==> src/rtl/ide_rdata_flow_ctrl.sv <==
// Flow control from the IDE read-data FIFO into NUM_CH write FIFOs: almost-full hysteresis,
// channel-enable mask, fixed-length ack bursts with a forced gap. Optional counters: IDE_RDATA_FLOW_STATS_EN.
module ide_rdata_flow_ctrl #(
    parameter int NUM_CH    = 4,
    parameter int RD_AW     = 11,
    parameter int WR_AW     = 14,
    parameter int RD_THRESH = 100,
    parameter int WR_HI     = 8000,
    parameter int WR_LO     = 7000,
    parameter int BURST_LEN = 64,
    parameter int GAP_CYC   = 2
) (
    input  logic                      clk,
    input  logic                      nRST,
    input  logic [RD_AW-1:0]          usedw_rd,
    input  logic [NUM_CH*WR_AW-1:0]   usedw_wr,
    input  logic [NUM_CH-1:0]         ch_en,
    output logic                      ack,
    output logic                      burst_start,
    output logic                      busy,
    output logic [NUM_CH-1:0]         af
`ifdef IDE_RDATA_FLOW_STATS_EN
    ,
    output logic [15:0]               stall_cnt,
    output logic [7:0]                abort_cnt
`endif
);

    localparam int BW = (BURST_LEN > 1) ? $clog2(BURST_LEN) : 1;
    localparam int GW = (GAP_CYC > 1) ? $clog2(GAP_CYC) : 1;

    localparam logic [RD_AW-1:0] RD_THR     = RD_AW'(RD_THRESH);
    localparam logic [WR_AW-1:0] WR_HI_W    = WR_AW'(WR_HI);
    localparam logic [WR_AW-1:0] WR_LO_W    = WR_AW'(WR_LO);
    localparam logic [BW-1:0]    BURST_LOAD = BW'(BURST_LEN - 1);
    localparam logic [GW-1:0]    GAP_LOAD   = GW'((GAP_CYC > 0) ? GAP_CYC - 1 : 0);
    localparam logic [BW-1:0]    B_ONE      = BW'(1);
    localparam logic [GW-1:0]    G_ONE      = GW'(1);

    typedef enum logic [1:0] {
        IDLE  = 2'd0,
        BURST = 2'd1,
        GAP   = 2'd2
    } state_t;

    state_t        state, next_state;
    logic [BW-1:0] burst_cnt, burst_cnt_nxt;
    logic [GW-1:0] gap_cnt, gap_cnt_nxt;
    logic          ack_d, burst_start_d, busy_d;
    logic          rd_above, any_af, any_en, ready, stop;

    // Handshake: ack is a one-way enable; the consumer moves exactly one word on every
    // clk edge that samples ack=1. There is no back-pressure input from the consumer.
    assign rd_above = (usedw_rd > RD_THR);
    assign any_af   = |af;
    assign any_en   = |ch_en;
    assign ready    = rd_above && any_en && !any_af;
    assign stop     = (usedw_rd == '0) || any_af || !any_en;

    // Almost-full flags with hysteresis; a disabled channel never blocks.
    always_ff @(posedge clk or negedge nRST) begin
        if (!nRST) begin
            af <= '0;
        end else begin
            for (int i = 0; i < NUM_CH; i++) begin
                if (!ch_en[i])
                    af[i] <= 1'b0;
                else if (usedw_wr[i*WR_AW +: WR_AW] >= WR_HI_W)
                    af[i] <= 1'b1;
                else if (usedw_wr[i*WR_AW +: WR_AW] < WR_LO_W)
                    af[i] <= 1'b0;
            end
        end
    end

    // State register; outputs are registered from the next-state decode so ack is glitch-free.
    always_ff @(posedge clk or negedge nRST) begin
        if (!nRST) begin
            state       <= IDLE;
            burst_cnt   <= '0;
            gap_cnt     <= '0;
            ack         <= 1'b0;
            burst_start <= 1'b0;
            busy        <= 1'b0;
        end else begin
            state       <= next_state;
            burst_cnt   <= burst_cnt_nxt;
            gap_cnt     <= gap_cnt_nxt;
            ack         <= ack_d;
            burst_start <= burst_start_d;
            busy        <= busy_d;
        end
    end

    always_comb begin
        next_state    = state;
        burst_cnt_nxt = burst_cnt;
        gap_cnt_nxt   = gap_cnt;
        case (state)
            IDLE: begin
                if (ready) begin
                    next_state    = BURST;
                    burst_cnt_nxt = BURST_LOAD;
                end
            end
            BURST: begin
                if (stop || burst_cnt == '0) begin
                    if (GAP_CYC > 0) begin
                        next_state  = GAP;
                        gap_cnt_nxt = GAP_LOAD;
                    end else begin
                        next_state  = IDLE;
                    end
                end else begin
                    burst_cnt_nxt = burst_cnt - B_ONE;
                end
            end
            GAP: begin
                if (gap_cnt == '0)
                    next_state  = IDLE;
                else
                    gap_cnt_nxt = gap_cnt - G_ONE;
            end
            default: next_state = IDLE;
        endcase
    end

    always_comb begin
        ack_d         = (next_state == BURST);
        burst_start_d = (state == IDLE) && (next_state == BURST);
        busy_d        = (next_state != IDLE);
    end

`ifdef IDE_RDATA_FLOW_STATS_EN
    logic stall_inc, abort_inc;

    assign stall_inc = (state == IDLE) && rd_above && any_af;
    // Running out of burst_cnt on the same cycle as a stop is a normal end, not an abort.
    assign abort_inc = (state == BURST) && stop && (burst_cnt != '0);

    always_ff @(posedge clk or negedge nRST) begin
        if (!nRST) begin
            stall_cnt <= '0;
            abort_cnt <= '0;
        end else begin
            if (stall_inc && stall_cnt != 16'hFFFF)
                stall_cnt <= stall_cnt + 16'd1;
            if (abort_inc && abort_cnt != 8'hFF)
                abort_cnt <= abort_cnt + 8'd1;
        end
    end
`endif

endmodule

==> config.mk <==
export PLATFORM = sky130hd
export DESIGN_NAME = ide_rdata_flow_ctrl
export DESIGN_NICKNAME = d
export VERILOG_FILES = /design/src/rtl/ide_rdata_flow_ctrl.sv
export SDC_FILE = /design/constraint.sdc
export NUM_CORES = 1
export LEC_CHECK = 0
export CELL_PAD_IN_SITES_DETAIL_PLACEMENT = 0
export CELL_PAD_IN_SITES_GLOBAL_PLACEMENT = 1
export CORE_ASPECT_RATIO = 1.5
export CORE_MARGIN = 3
export CORE_UTILIZATION = 21
export CTS_CLUSTER_DIAMETER = 120
export DETAILED_ROUTE_END_ITERATION = 7
export PLACE_DENSITY_LB_ADDON = 0.1
export SYNTH_ARGS = -nofsm -noshare
export SYNTH_HDL_FRONTEND = slang
export SYNTH_SLANG_ARGS = --single-unit
==> constraint.sdc <==
create_clock -name clk -period 1.8 [get_ports clk]
set_input_delay 0.54 -clock clk [delete_from_list [all_inputs] [get_ports clk]]
set_output_delay 0.54 -clock clk [all_outputs]
set_load 0.05 [all_outputs]
==> flow_metrics.env <==
export IMPL_drt_initial_drc_count=32
export IMPL_synth_compound_area_frac=0.272
export IMPL_cts_tree="yes"
export IMPL_grt_overflow_total=0
export IMPL_skew_ps=3.83
export IMPL_routedWlPerCell_um=14.2
export IMPL_finalSetupViolations=0
export IMPL_vdd_drop_max_uv=455
export IMPL_pre_cts_ws_ps=-400
export IMPL_syn_to_final_growth_pct=115
export IMPL_final_setup_worst_slack_ps=49.2
export IMPL_cpMaxStageDelayCell="or4_4"
export IMPL_wl_mm=3.32
export IMPL_drv_cap=0
export IMPL_io_buffers=67
export IMPL_hold_path_class="flop to flop"
export IMPL_crit_family="simple AND/OR/NAND/NOR gates"
export IMPL_drc_errors=0
export IMPL_muxShareOfSynthArea=0.0528
export IMPL_viasPerCell=4.94
export IMPL_synth_warnings=0
export IMPL_hold_buffers=0
export IMPL_antenna_found_initial=0
export IMPL_min_period_ps=1750
export IMPL_ant_nets=0
export IMPL_insertion_delay_ps=250
export IMPL_nNetsFinal=262
export IMPL_fmax_mhz=571
export IMPL_synth_cell_types=29
export IMPL_path_buf_inv=0
export IMPL_vias=1152
export IMPL_status="finished, final reports clean"
export IMPL_syn_avg_cell_area_sq_um=9.47
export IMPL_die_width_um=60.8
export IMPL_end_kind="flop"
export IMPL_worst_pin_slew_ps=489
export IMPL_clock_sinks=16
export IMPL_cp_required_ps=1980
export IMPL_crit_type="flop to flop"
export IMPL_htreeDepth=1
export IMPL_grt_max_degree=11
export IMPL_ys_seq_area_frac=0.423
export IMPL_leakage_nw=0.888
export IMPL_pwr_density_cell_nw_per_um2=730
export IMPL_grt_first_pass_wirelength_mm=4.62
export IMPL_clk_pin_slew_ps=70
export IMPL_num_rows=29
export IMPL_slew_headroom=0.673
export IMPL_rsz0062_at_grt="yes"
export IMPL_tns_ps=0
export IMPL_die_area_sq_um=5370
export IMPL_drtPass1Iterations=4
export IMPL_synthXorXnorAreaFrac=0
export IMPL_ys_ff_latch=16
export IMPL_critical_path_max_fanout=3
export IMPL_clock_root_buffer="clkbuf_8"
export IMPL_start_util=0.221
export IMPL_dp_hpwl_mm=2.73
export IMPL_track_usage=0.114
export IMPL_fin_crit_sh=0.973
export IMPL_cpPeakStageDelay_ps=580
export IMPL_routabilityCongestion=0.826
export IMPL_synthesis_area_sq_um=947
export IMPL_synth_fa_ha_area_frac=0.0132
export IMPL_ios=80
export IMPL_fillers=416
export IMPL_cp_start_kind="flop"
export IMPL_syn_inst=100
export IMPL_die_height_um=88.3
export IMPL_drive_gt1_frac=0.251
export IMPL_numCtsBuffers=3
export IMPL_ff2ff_setup_slack_ps=50
export IMPL_drv_slew=0
export IMPL_hold_violations=0
export IMPL_cts_path_max_buffers=2
export IMPL_path_cells="or4_4, a211o_1, nor3_2, mux2i_1"
export IMPL_grt_pass1_vias=1141
export IMPL_synth_top_family_by_area="compound AO/OA/AOI/OAI gates"
export IMPL_utilization=0.476
export IMPL_cp_arrival_ps=1930
export IMPL_synthesis_nets=174
export IMPL_synth_simple_area_share=0.219
export IMPL_core_area_sq_um=4280
export IMPL_num_antenna_cells=0
==> cells by family (layout without fill, tap and decap cells) <==
group / count (synthesis) / in the layout
buffers and inverters: 5 / 92
multiplexers: 5 / 5
adder cells (fa/ha/maj): 1 / 1
AND/OR/NAND/NOR: 36 / 36
flip-flops: 16 / 16
AO/OA/AOI/OAI: 37 / 37
==> final timing paths <==
| check | to | cells past startpoint | from |
|---|---|---|---|
| worst max-delay path | burst_cnt[4] | 4 | af[3] |
| worst min-delay path | gap_cnt | 2 | gap_cnt |
| worst max register to register | burst_cnt[4] | 4 | af[3] |
| worst min register to register | gap_cnt | 2 | gap_cnt |
| max in group asynchronous | burst_start | 2 | nRST |
| min in group asynchronous | burst_cnt[4] | 1 | nRST |
==> repair_timing <==
action / in CTS / in global routing
gates cloned: 0 / 1
endpoints found under the setup margin: 5 / 7
setup buffers: 0 / 2
hold endpoints to repair: 0 / 0
pin swaps: 2 / 7
resized for setup: 5 / 19
==> Yosys cell counts <==
| cell | n | share of area |
|---|---|---|
| nor4_4 | 1 | 0.022 |
| a41o_1 | 1 | 0.011 |
| nand3_1 | 10 | 0.053 |
| a21oi_1 | 11 | 0.058 |
| or4_4 | 1 | 0.012 |
| nor2b_1 | 1 | 0.0066 |
| and3_1 | 1 | 0.0066 |
| nor3_1 | 4 | 0.021 |
| nand2_1 | 8 | 0.032 |
| ha_1 | 1 | 0.013 |
| dfrtp_1 | 16 | 0.42 |
| o211a_1 | 4 | 0.042 |
| a21boi_1 | 1 | 0.0079 |
| nor2_1 | 4 | 0.016 |
| inv_1 | 5 | 0.020 |
| o21a_1 | 4 | 0.032 |
| nand3b_1 | 1 | 0.0079 |
| nand4_1 | 1 | 0.0066 |
| o211ai_1 | 1 | 0.0079 |
| o21ai_1 | 2 | 0.011 |
| o2111ai_1 | 1 | 0.0092 |
| a22oi_1 | 1 | 0.0079 |
| nor4_1 | 2 | 0.013 |
| a211oi_2 | 1 | 0.013 |
| nor4_2 | 1 | 0.013 |
| mux2i_1 | 5 | 0.053 |
| nor4b_1 | 1 | 0.0092 |
| o21ai_0 | 5 | 0.026 |
| a211o_1 | 5 | 0.046 |
==> per-layer routing <==
layer  up-vias  part of all wire  track usage
met2        59              0.51        0.221
li1        559                 -            -
met3         4              0.11       0.0292
met1       530              0.37        0.109
met5         -                 0            0
met4         0            0.0099       0.0414
==> worst reg2reg max path, stage by stage, from the launching register on <==
cell	delay (ps)
dfrtp_2	400
or4_4	580
a211o_1	340
nor3_2	150
mux2i_1	210
==> per-stage QoR <==
stage	hold slack [ps]	instance area [sq um]	power (mW)	std cells
after global placement	491	1860	1.12	226
after detailed placement	516	1860	1.14	226
after floorplan	244	961	0.773	100
after global routing	572	2040	1.57	233
final	526	2040	1.49	233
after CTS	531	1940	1.47	230
==> flip-flops by register name, indices dropped and copies added, names as in the netlist <==
signal and cells:
ack 1, af 4, busy 1, gap_cnt 1, state 2, burst_start 1
burst_cnt 6
==> where the power goes <==
group | total [mW] | switching (mW) | internal (mW) | leakage, nW
combinational | 0.645 | 0.287 | 0.358 | 0.681
sequential | 0.520 | 0.0791 | 0.441 | 0.178
clock | 0.322 | 0.128 | 0.194 | 0.0288
==> area by class of cell <==
cell class	count	area, sq um	area share
sequential	16	404	0.198
tap	46	57.6	0.0282
multi-input combinational	79	623	0.306
clock buffer	4	55.1	0.0270
inverter	5	18.8	0.00921
timing repair buffer	83	880	0.432
==> cell usage in the layout (no fill, tap or decap), types with 5 or more instances in the layout <==
| cell | n |
|---|---|
| clkdlybuf4s50_1 | 54 |
| buf_4 | 14 |
| dfrtp_1 | 13 |
| nand2_1 | 8 |
| a21oi_1 | 8 |
| nand3_1 | 7 |
| buf_12 | 7 |
| inv_1 | 5 |
| a211o_1 | 5 |
| o21ai_0 | 5 |
| mux2i_1 | 5 |
| dlymetal6s2s_1 | 5 |
No activity file was read; power rests on OpenSTA's default activity.
